==> src/rtl/fetch_pkg.sv <==
// Shared state encoding and default geometry for the fetch sequencer.
// The FETCH_PERF_EN macro enables the optional stall counter in fetch_sequencer.
package fetch_pkg;

    localparam int         FETCH_AW       = 8;
    localparam int         FETCH_DW       = 8;
    localparam logic [7:0] FETCH_RESET_PC = 8'h00;
    localparam int         FETCH_PERF_W   = 16;

    typedef enum logic [1:0] {
        IDLE = 2'd0,
        REQ  = 2'd1,
        HOLD = 2'd2,
        DROP = 2'd3
    } fetch_state_e;

    // States in which a memory request is outstanding on the bus.
    function automatic logic is_mem_state(input fetch_state_e s);
        return (s == REQ) || (s == DROP);
    endfunction

endpackage

==> src/rtl/fetch_perf_counter.sv <==
// Saturating event counter used for fetch stall accounting.
// Only instantiated when FETCH_PERF_EN is defined.
module fetch_perf_counter #(
    parameter int W = 16
) (
    input  logic         Clk,
    input  logic         Reset,
    input  logic         inc_i,
    output logic [W-1:0] count_o
);

    logic [W-1:0] count_q;
    logic [W-1:0] count_d;

    always_comb begin
        count_d = count_q;
        if (inc_i && (count_q != {W{1'b1}})) begin
            count_d = count_q + 1'b1;
        end
    end

    always_ff @(posedge Clk) begin
        if (Reset) begin
            count_q <= '0;
        end else begin
            count_q <= count_d;
        end
    end

    assign count_o = count_q;

endmodule

==> src/rtl/fetch_sequencer.sv <==
// Instruction fetch sequencer: owns the PC, issues one memory request at a time,
// holds the fetched word for decode and applies branch redirects. Optional FETCH_PERF_EN adds stall_cnt.
module fetch_sequencer
    import fetch_pkg::*;
#(
    parameter int            AW       = FETCH_AW,
    parameter int            DW       = FETCH_DW,
    parameter logic [AW-1:0] RESET_PC = AW'(FETCH_RESET_PC)
`ifdef FETCH_PERF_EN
    ,
    parameter int            PERF_W   = FETCH_PERF_W
`endif
) (
    input  logic              Clk,
    input  logic              Reset,
    output logic              imem_req,
    output logic [AW-1:0]     imem_addr,
    input  logic              imem_ack,
    input  logic [DW-1:0]     imem_rdata,
    output logic              instr_valid,
    input  logic              instr_ready,
    output logic [DW-1:0]     instr_code,
    output logic [AW-1:0]     instr_pc,
    input  logic              redir_valid,
    input  logic [AW-1:0]     redir_offset
`ifdef FETCH_PERF_EN
    ,
    output logic [PERF_W-1:0] stall_cnt
`endif
);

    fetch_state_e  state_q;
    logic [AW-1:0] pc_q;
    logic [AW-1:0] br_pc_q;
    logic [AW-1:0] drop_addr_q;
    logic          instr_valid_q;
    logic [DW-1:0] instr_code_q;
    logic [AW-1:0] instr_pc_q;

    logic [AW-1:0] target_d;
    logic [AW-1:0] pc_inc_d;

    // Branch target is relative to the last instruction handed to decode.
    assign target_d = br_pc_q + redir_offset;
    assign pc_inc_d = pc_q + 1'b1;

    always_ff @(posedge Clk) begin
        if (Reset) begin
            state_q       <= IDLE;
            pc_q          <= RESET_PC;
            br_pc_q       <= RESET_PC;
            drop_addr_q   <= '0;
            instr_valid_q <= 1'b0;
            instr_code_q  <= '0;
            instr_pc_q    <= '0;
        end else begin
            case (state_q)
                IDLE: begin
                    if (redir_valid) begin
                        pc_q <= target_d;
                    end
                    state_q <= REQ;
                end
                REQ: begin
                    if (redir_valid) begin
                        pc_q <= target_d;
                        // An unanswered request must still complete; park its address and drain it.
                        if (!imem_ack) begin
                            drop_addr_q <= pc_q;
                            state_q     <= DROP;
                        end
                    end else if (imem_ack) begin
                        instr_code_q  <= imem_rdata;
                        instr_pc_q    <= pc_q;
                        pc_q          <= pc_inc_d;
                        instr_valid_q <= 1'b1;
                        state_q       <= HOLD;
                    end
                end
                HOLD: begin
                    if (redir_valid) begin
                        instr_valid_q <= 1'b0;
                        pc_q          <= target_d;
                        state_q       <= REQ;
                    end else if (instr_ready) begin
                        br_pc_q       <= instr_pc_q;
                        instr_valid_q <= 1'b0;
                        state_q       <= REQ;
                    end
                end
                DROP: begin
                    if (redir_valid) begin
                        pc_q <= target_d;
                    end
                    if (imem_ack) begin
                        state_q <= REQ;
                    end
                end
                default: begin
                    state_q <= IDLE;
                end
            endcase
        end
    end

    assign imem_req    = is_mem_state(state_q);
    assign imem_addr   = (state_q == DROP) ? drop_addr_q : pc_q;
    assign instr_valid = instr_valid_q;
    assign instr_code  = instr_code_q;
    assign instr_pc    = instr_pc_q;

`ifdef FETCH_PERF_EN
    logic stall_d;

    assign stall_d = (is_mem_state(state_q) && !imem_ack) ||
                     ((state_q == HOLD) && !instr_ready);

    fetch_perf_counter #(
        .W       (PERF_W)
    ) u_perf (
        .Clk     (Clk),
        .Reset   (Reset),
        .inc_i   (stall_d),
        .count_o (stall_cnt)
    );
`endif

endmodule

==> config.mk <==
export PLATFORM = sky130hd
export DESIGN_NAME = fetch_sequencer
export DESIGN_NICKNAME = d
export VERILOG_FILES = /design/src/rtl/fetch_pkg.sv /design/src/rtl/fetch_perf_counter.sv /design/src/rtl/fetch_sequencer.sv
export SDC_FILE = /design/constraint.sdc
export NUM_CORES = 1
export LEC_CHECK = 0
export BUFFER_PORTS_ARGS = -buffer_cell sky130_fd_sc_hd__buf_2
export CELL_PAD_IN_SITES_DETAIL_PLACEMENT = 0
export CELL_PAD_IN_SITES_GLOBAL_PLACEMENT = 1
export CORE_MARGIN = 8
export CORE_UTILIZATION = 40
export CTS_CLUSTER_DIAMETER = 100
export CTS_CLUSTER_SIZE = 20
export DETAILED_ROUTE_END_ITERATION = 12
export PLACE_DENSITY_LB_ADDON = 0.05
export SETUP_SLACK_MARGIN = 0.3
export SLEW_MARGIN = 25
export SYNTH_ARGS = -nofsm -noshare
export SYNTH_HDL_FRONTEND = slang
export SYNTH_HIERARCHICAL = 1
export SYNTH_SLANG_ARGS = --single-unit
==> constraint.sdc <==
create_clock -name Clk -period 4.4 [get_ports Clk]
set_input_delay 0.22 -clock Clk [delete_from_list [all_inputs] [get_ports Clk]]
set_output_delay 0.22 -clock Clk [all_outputs]
set_load 0.005 [all_outputs]
# Word level (Yosys, flattened, before mapping)
# Cells that the tools add are included.
[totals]
reg_bits = 43
input_bits = 21
output_inout_bits = 26
[classes]
add_sub_neg = 2
eq_ne = 10
mux = 17
bitwise_logic = 2
reduce_logical = 10
[op_table]
columns = ["op", "count"]
rows = [
  ["$mux W8", 4],
  ["$pmux W8 S2", 1],
  ["$mux W2", 6],
  ["$ne A3 B3 Y1 const B", 3],
  ["$reduce_and A3 Y1", 3],
  ["$add A8 B1 Y8 const B", 1],
  ["$add A8 B8 Y8", 1],
  ["$pmux W2 S4", 1],
  ["$reduce_and A4 Y1", 2],
  ["$ne A2 B2 Y1 const B", 3],
  ["$eq A2 B2 Y1 const B", 2],
  ["$mux W1", 4],
  ["$reduce_or A3 Y1", 1],
  ["$eq A2 B1 Y1 const B", 1],
  ["$logic_not A2 Y1", 1],
  ["$ne A2 B1 Y1 const B", 1],
  ["$not A1 Y1", 2],
  ["$pmux W1 S2", 1],
  ["$reduce_and A2 Y1", 1],
  ["$reduce_bool A2 Y1", 1],
  ["$logic_or A1 B1 Y1", 1],
]

# Depth between registers and ports, before layout
[logic_depth]
ltp_word = 4
depth_mapped = 7

# Worst setup path after synthesis
# No wires, ideal clock.
[synth_path]
path_type = "register to register"
startpoint = "reg br_pc_q[0]"
endpoint = "reg pc_q[4]"
setup_ns = 0.119
arrival_ns = 1.528
setup_slack_ns = 2.753
stages_incl_launch_ff = 8
path_buffers = 0
synth_period_minus_slack_ns = 1.647
cell_sequence = "dfxtp_1 > ha_1 > inv_1 > fa_1 > nor2b_1 > o31a_1 > a211oi_1 > o221a_2"
[synth_via]
elab_chain_cells = 3
word_cells_on_any_way = 4
classes_between = "1 x add/sub; 3 x mux"
[synth_lines]
columns = ["element", "line_no", "source"]
rows = [
  ["from (decl)", "fetch_sequencer.sv:34", "logic [AW-1:0] br_pc_q;"],
  ["from (signal assigned)", "fetch_sequencer.sv:86", "br_pc_q <= instr_pc_q;"],
  ["$add A8 B8 Y8 (*)", "fetch_sequencer.sv:44", "assign target_d = br_pc_q + redir_offset;"],
  ["$mux W8 (on tied branches)", "-", ""],
  ["$pmux W8 S2 (*)", "fetch_sequencer.sv:57", "case (state_q)"],
  ["to (signal assigned)", "fetch_sequencer.sv:60", "pc_q <= target_d;"],
  ["to (signal assigned)", "fetch_sequencer.sv:83", "pc_q <= target_d;"],
  ["to (signal assigned)", "fetch_sequencer.sv:93", "pc_q <= target_d;"],
  ["to (decl)", "fetch_sequencer.sv:33", "logic [AW-1:0] pc_q;"],
]
# Every way passes the cells marked *; elsewhere a longest branch is shown, timed or not. The select of a mux whose other input is x is not followed.
# A chain may end at the register's enable or synchronous reset.

# Worst setup path in the final report
[layout_path]
startpoint = "reg state_q[0]"
endpoint = "reg pc_q[5]"
[layout_via]
elab_chain_cells = 4
word_cells_on_any_way = 9
classes_between = "5 x eq/ne; 1 x mux; 3 x reduce/logical"
[layout_lines]
columns = ["element", "line_no", "source"]
rows = [
  ["from (decl)", "fetch_sequencer.sv:32", "fetch_state_e state_q;"],
  ["from (signal assigned)", "fetch_sequencer.sv:49", "state_q <= IDLE;"],
  ["from (signal assigned)", "fetch_sequencer.sv:62", "state_q <= REQ;"],
  ["from (signal assigned)", "fetch_sequencer.sv:70", "state_q <= DROP;"],
  ["$eq A2 B2 Y1 or $logic_not A2 Y1 (tied branches)", "fetch_sequencer.sv:57", ""],
  ["$reduce_or A3 Y1 (no source line)", "-", ""],
  ["$ne A2 B1 Y1 (no source line)", "-", ""],
  ["$reduce_and A2 Y1 (no source line)", "-", ""],
  ["to (signal assigned)", "fetch_sequencer.sv:60", ""],
  ["to (signal assigned)", "fetch_sequencer.sv:66", "pc_q <= target_d;"],
  ["to (signal assigned)", "fetch_sequencer.sv:75", "pc_q <= pc_inc_d;"],
]
# Several ways; a longest one is shown, not always the timed one.

==> qor.txt <==
Synthesis-stage register bit count: 43
Final std cells w/o fill: 375
CTS tree: done
Post-detailed-route count of antenna-violating nets: 0
Proportion of layout cells with a drive suffix above 1: 0.244
Die Footprint: 8220 um^2
RSZ-0062 raised after global routing: false
Final routed DRC violation total: 0
Post CTS Setup Buffer Count: 0
Total track usage: 0.145
Top post-synthesis cells by area: sky130_fd_sc_hd__dfxtp_1 (39%), sky130_fd_sc_hd__nand2_1 (9.6%), sky130_fd_sc_hd__a21oi_1 (7.0%)
EDFF count, synth: 0
Final core utilization: 0.474
Slew HR: 0.438
Post-synth ARST share: 0
Dominant synthesized flop cell: sky130_fd_sc_hd__dfxtp_1
Most used standard cell by instance count after synthesis: sky130_fd_sc_hd__nand2_1
Worst Skew: 0.00720 ns
Post-route cell area: 2580 um^2
Share of the synthesized area in the top cell type: 0.386
Transition at the pin with the smallest max-transition slack: 0.843 ns
Area of the mapped netlist: 2230 um^2
YS warnings: 6
Post-synthesis to final-layout area growth: 15.5%
Critical setup path kind: reg -> reg
Critical Path Start Type: register
Total of buffers placed on input and output ports: 46
CP Launch Point: state_q[0]
Register area share after synthesis: 0.386
DP Wirelength: 4060 um
Routed wire length: 5770 um
Total Nets Final: 332
Cell count after placement: 367
Maximum clock path buffer count: 2
FF-to-FF Start: state_q[0]
CP top delay family: simple AND/OR/NAND/NOR gates
CP Buf/Inv Count: 0
Placed standard-cell area: 2480 um^2
Hold bufs inserted after CTS: 0
Final-report setup violation count: 0
Max-Cap Viols: 0
Min cycle time layout: 1.93 ns
Clock sink count: 43
Worst EP required: 4.54 ns
Total nets after synthesis: 294
Initial Util: 0.410
Worst ir drop on vdd: 0.169 mV
Via-to-Cell Ratio: 5.22
Data arrival time of the worst path: 2.07 ns
First-pass GRT wire length: 9830 um
Class of the most critical hold timing path: in -> reg
Launch point of the worst hold path: imem_rdata[6]
Leakage: 1.04 nW
Most area-hungry cell type in the Yosys netlist: sky130_fd_sc_hd__dfxtp_1
Remaining Overflow, GRT: 0
Largest stage delay, worst path: 0.55 ns
Vias: 1,959
Number of placement rows: 27
Clock buffer count from CTS: 5
I/O pins: 47
Timing-limited maximum frequency: 518 MHz
Number of global-route vias before repair: 2,020
Initial DRC Count: 103
Most used standard cells in the synthesized netlist: sky130_fd_sc_hd__nand2_1 (57), sky130_fd_sc_hd__dfxtp_1 (43), sky130_fd_sc_hd__a21oi_1 (31)
Antenna violations before repair: 0
Antenna diodes: 0
Count of cells resized by post-cts repair: 0
Crit path max-delay cell type: sky130_fd_sc_hd__dfxtp_1
Sum of negative setup slack: 0 ns
Area of the core: 5440 um^2
Number of search-and-repair iterations in the first detailed-routing pass: 4
Number of distinct library cell variants in the gate-level netlist after synthesis: 47
Routed wire length per instance: 15.4 um
Placer congestion estimate: 0.775
Critical-path maximum fanout: 17
Critical Path Sink Type: register
Ordered list of cells on the worst path: nor3b_4 > nand2_1 > nor3_1 > a2111oi_2
Die width: 90.7 um
Final worst-path cycle share: 0.439
Clock latency on the worst-skew pair: 0.29 ns
Maximum level of the CTS H-tree: 2
Die Span Y: 90.7 um
Root Driver: sky130_fd_sc_hd__clkbuf_8
Result of the run: completed
Post-synthesis instance total: 264
Number of hold violations in the final report: 0
Clock transition at path regs: 0.08 ns
Number of pins exceeding their max-slew limit in the final report: 0
Power Dens Cells: 306 nW/um^2
Setup slack after placement: 2.44 ns
Final worst setup slack: 2.47 ns
Synthesized area per cell: 8.45 um^2
Largest net degree at the start of global routing: 42
[layout make-up]
class                      count  area, um^2
fill                         571        2860
multi-input combinational    197        1260
sequential                    43         861
timing repair buffer          47         238
clock buffer                   8         100
tap                           72        90.1
inverter                       8        30.0
[tightest hold or removal path: stages]
cell and delay (ns):
sky130_fd_sc_hd__buf_2 0.09, sky130_fd_sc_hd__nand2_1 0.04, sky130_fd_sc_hd__a21oi_1 0.05
[path summary, 6_finish.rpt]
path / slack, ns / endpoint / cells after the start
min: 0.16 / instr_code[6] / 3
min reg2reg: 0.45 / drop_addr_q[6] / 2
max: 2.47 / pc_q[5] / 4
max reg2reg: 2.47 / pc_q[5] / 4
[logic make-up after synthesis]
group	share of synthesized area
mux	0.0763
flops	0.386
simple gates	0.230
buf+inv	0.0527
xor+xnor	0.0157
fa+ha+maj	0.0539
compound gates	0.185
[routing by layer]
| metal | GRT usage | up-vias | routed length (um) |
|---|---|---|---|
| li1 | - | 1005 | - |
| met1 | 0.185 | 903 | 2740 |
| met2 | 0.227 | 49 | 2660 |
| met3 | 0.0432 | 2 | 335 |
| met4 | 0.0458 | 0 | 36 |
| met5 | 0 | - | 0 |
[state kept, by name (all words and copies together), names as in the netlist]
| register | cells |
|---|---|
| br_pc_q | 8 |
| instr_pc | 8 |
| pc_q | 8 |
| instr_code | 8 |
| drop_addr_q | 8 |
| state_q | 2 |
| instr_valid | 1 |
[cell usage in the layout, fill, tap and decap left out, types with 7 or more instances in the layout]
cell type | netlist | layout
sky130_fd_sc_hd__a21oi_1 | 31 | 31
sky130_fd_sc_hd__buf_2 | 4 | 46
sky130_fd_sc_hd__clkbuf_8 | 0 | 7
sky130_fd_sc_hd__dfxtp_1 | 43 | 43
sky130_fd_sc_hd__ha_1 | 8 | 8
sky130_fd_sc_hd__inv_1 | 8 | 8
sky130_fd_sc_hd__mux2_2 | 8 | 8
sky130_fd_sc_hd__mux2i_1 | 8 | 8
sky130_fd_sc_hd__nand2_1 | 57 | 57
sky130_fd_sc_hd__nor2_1 | 16 | 16
sky130_fd_sc_hd__o21ai_0 | 7 | 7
[metrics by stage]
stage	power (W)	hold slack, ns
2_1_floorplan	0.000488	0.356
3_3_place_gp	0.000524	0.441
3_5_place_dp	0.000524	0.444
4_1_cts	0.000801	0.151
5_1_grt	0.000830	0.162
6_report	0.000788	0.162
[power by group]
part	switching (W)	internal, W
sequential	0.0000179	0.000401
clock	0.000131	0.000143
combinational	0.0000538	0.0000414
total	0.000203	0.000585
Note: power is estimated with default switching activity, not from simulation.
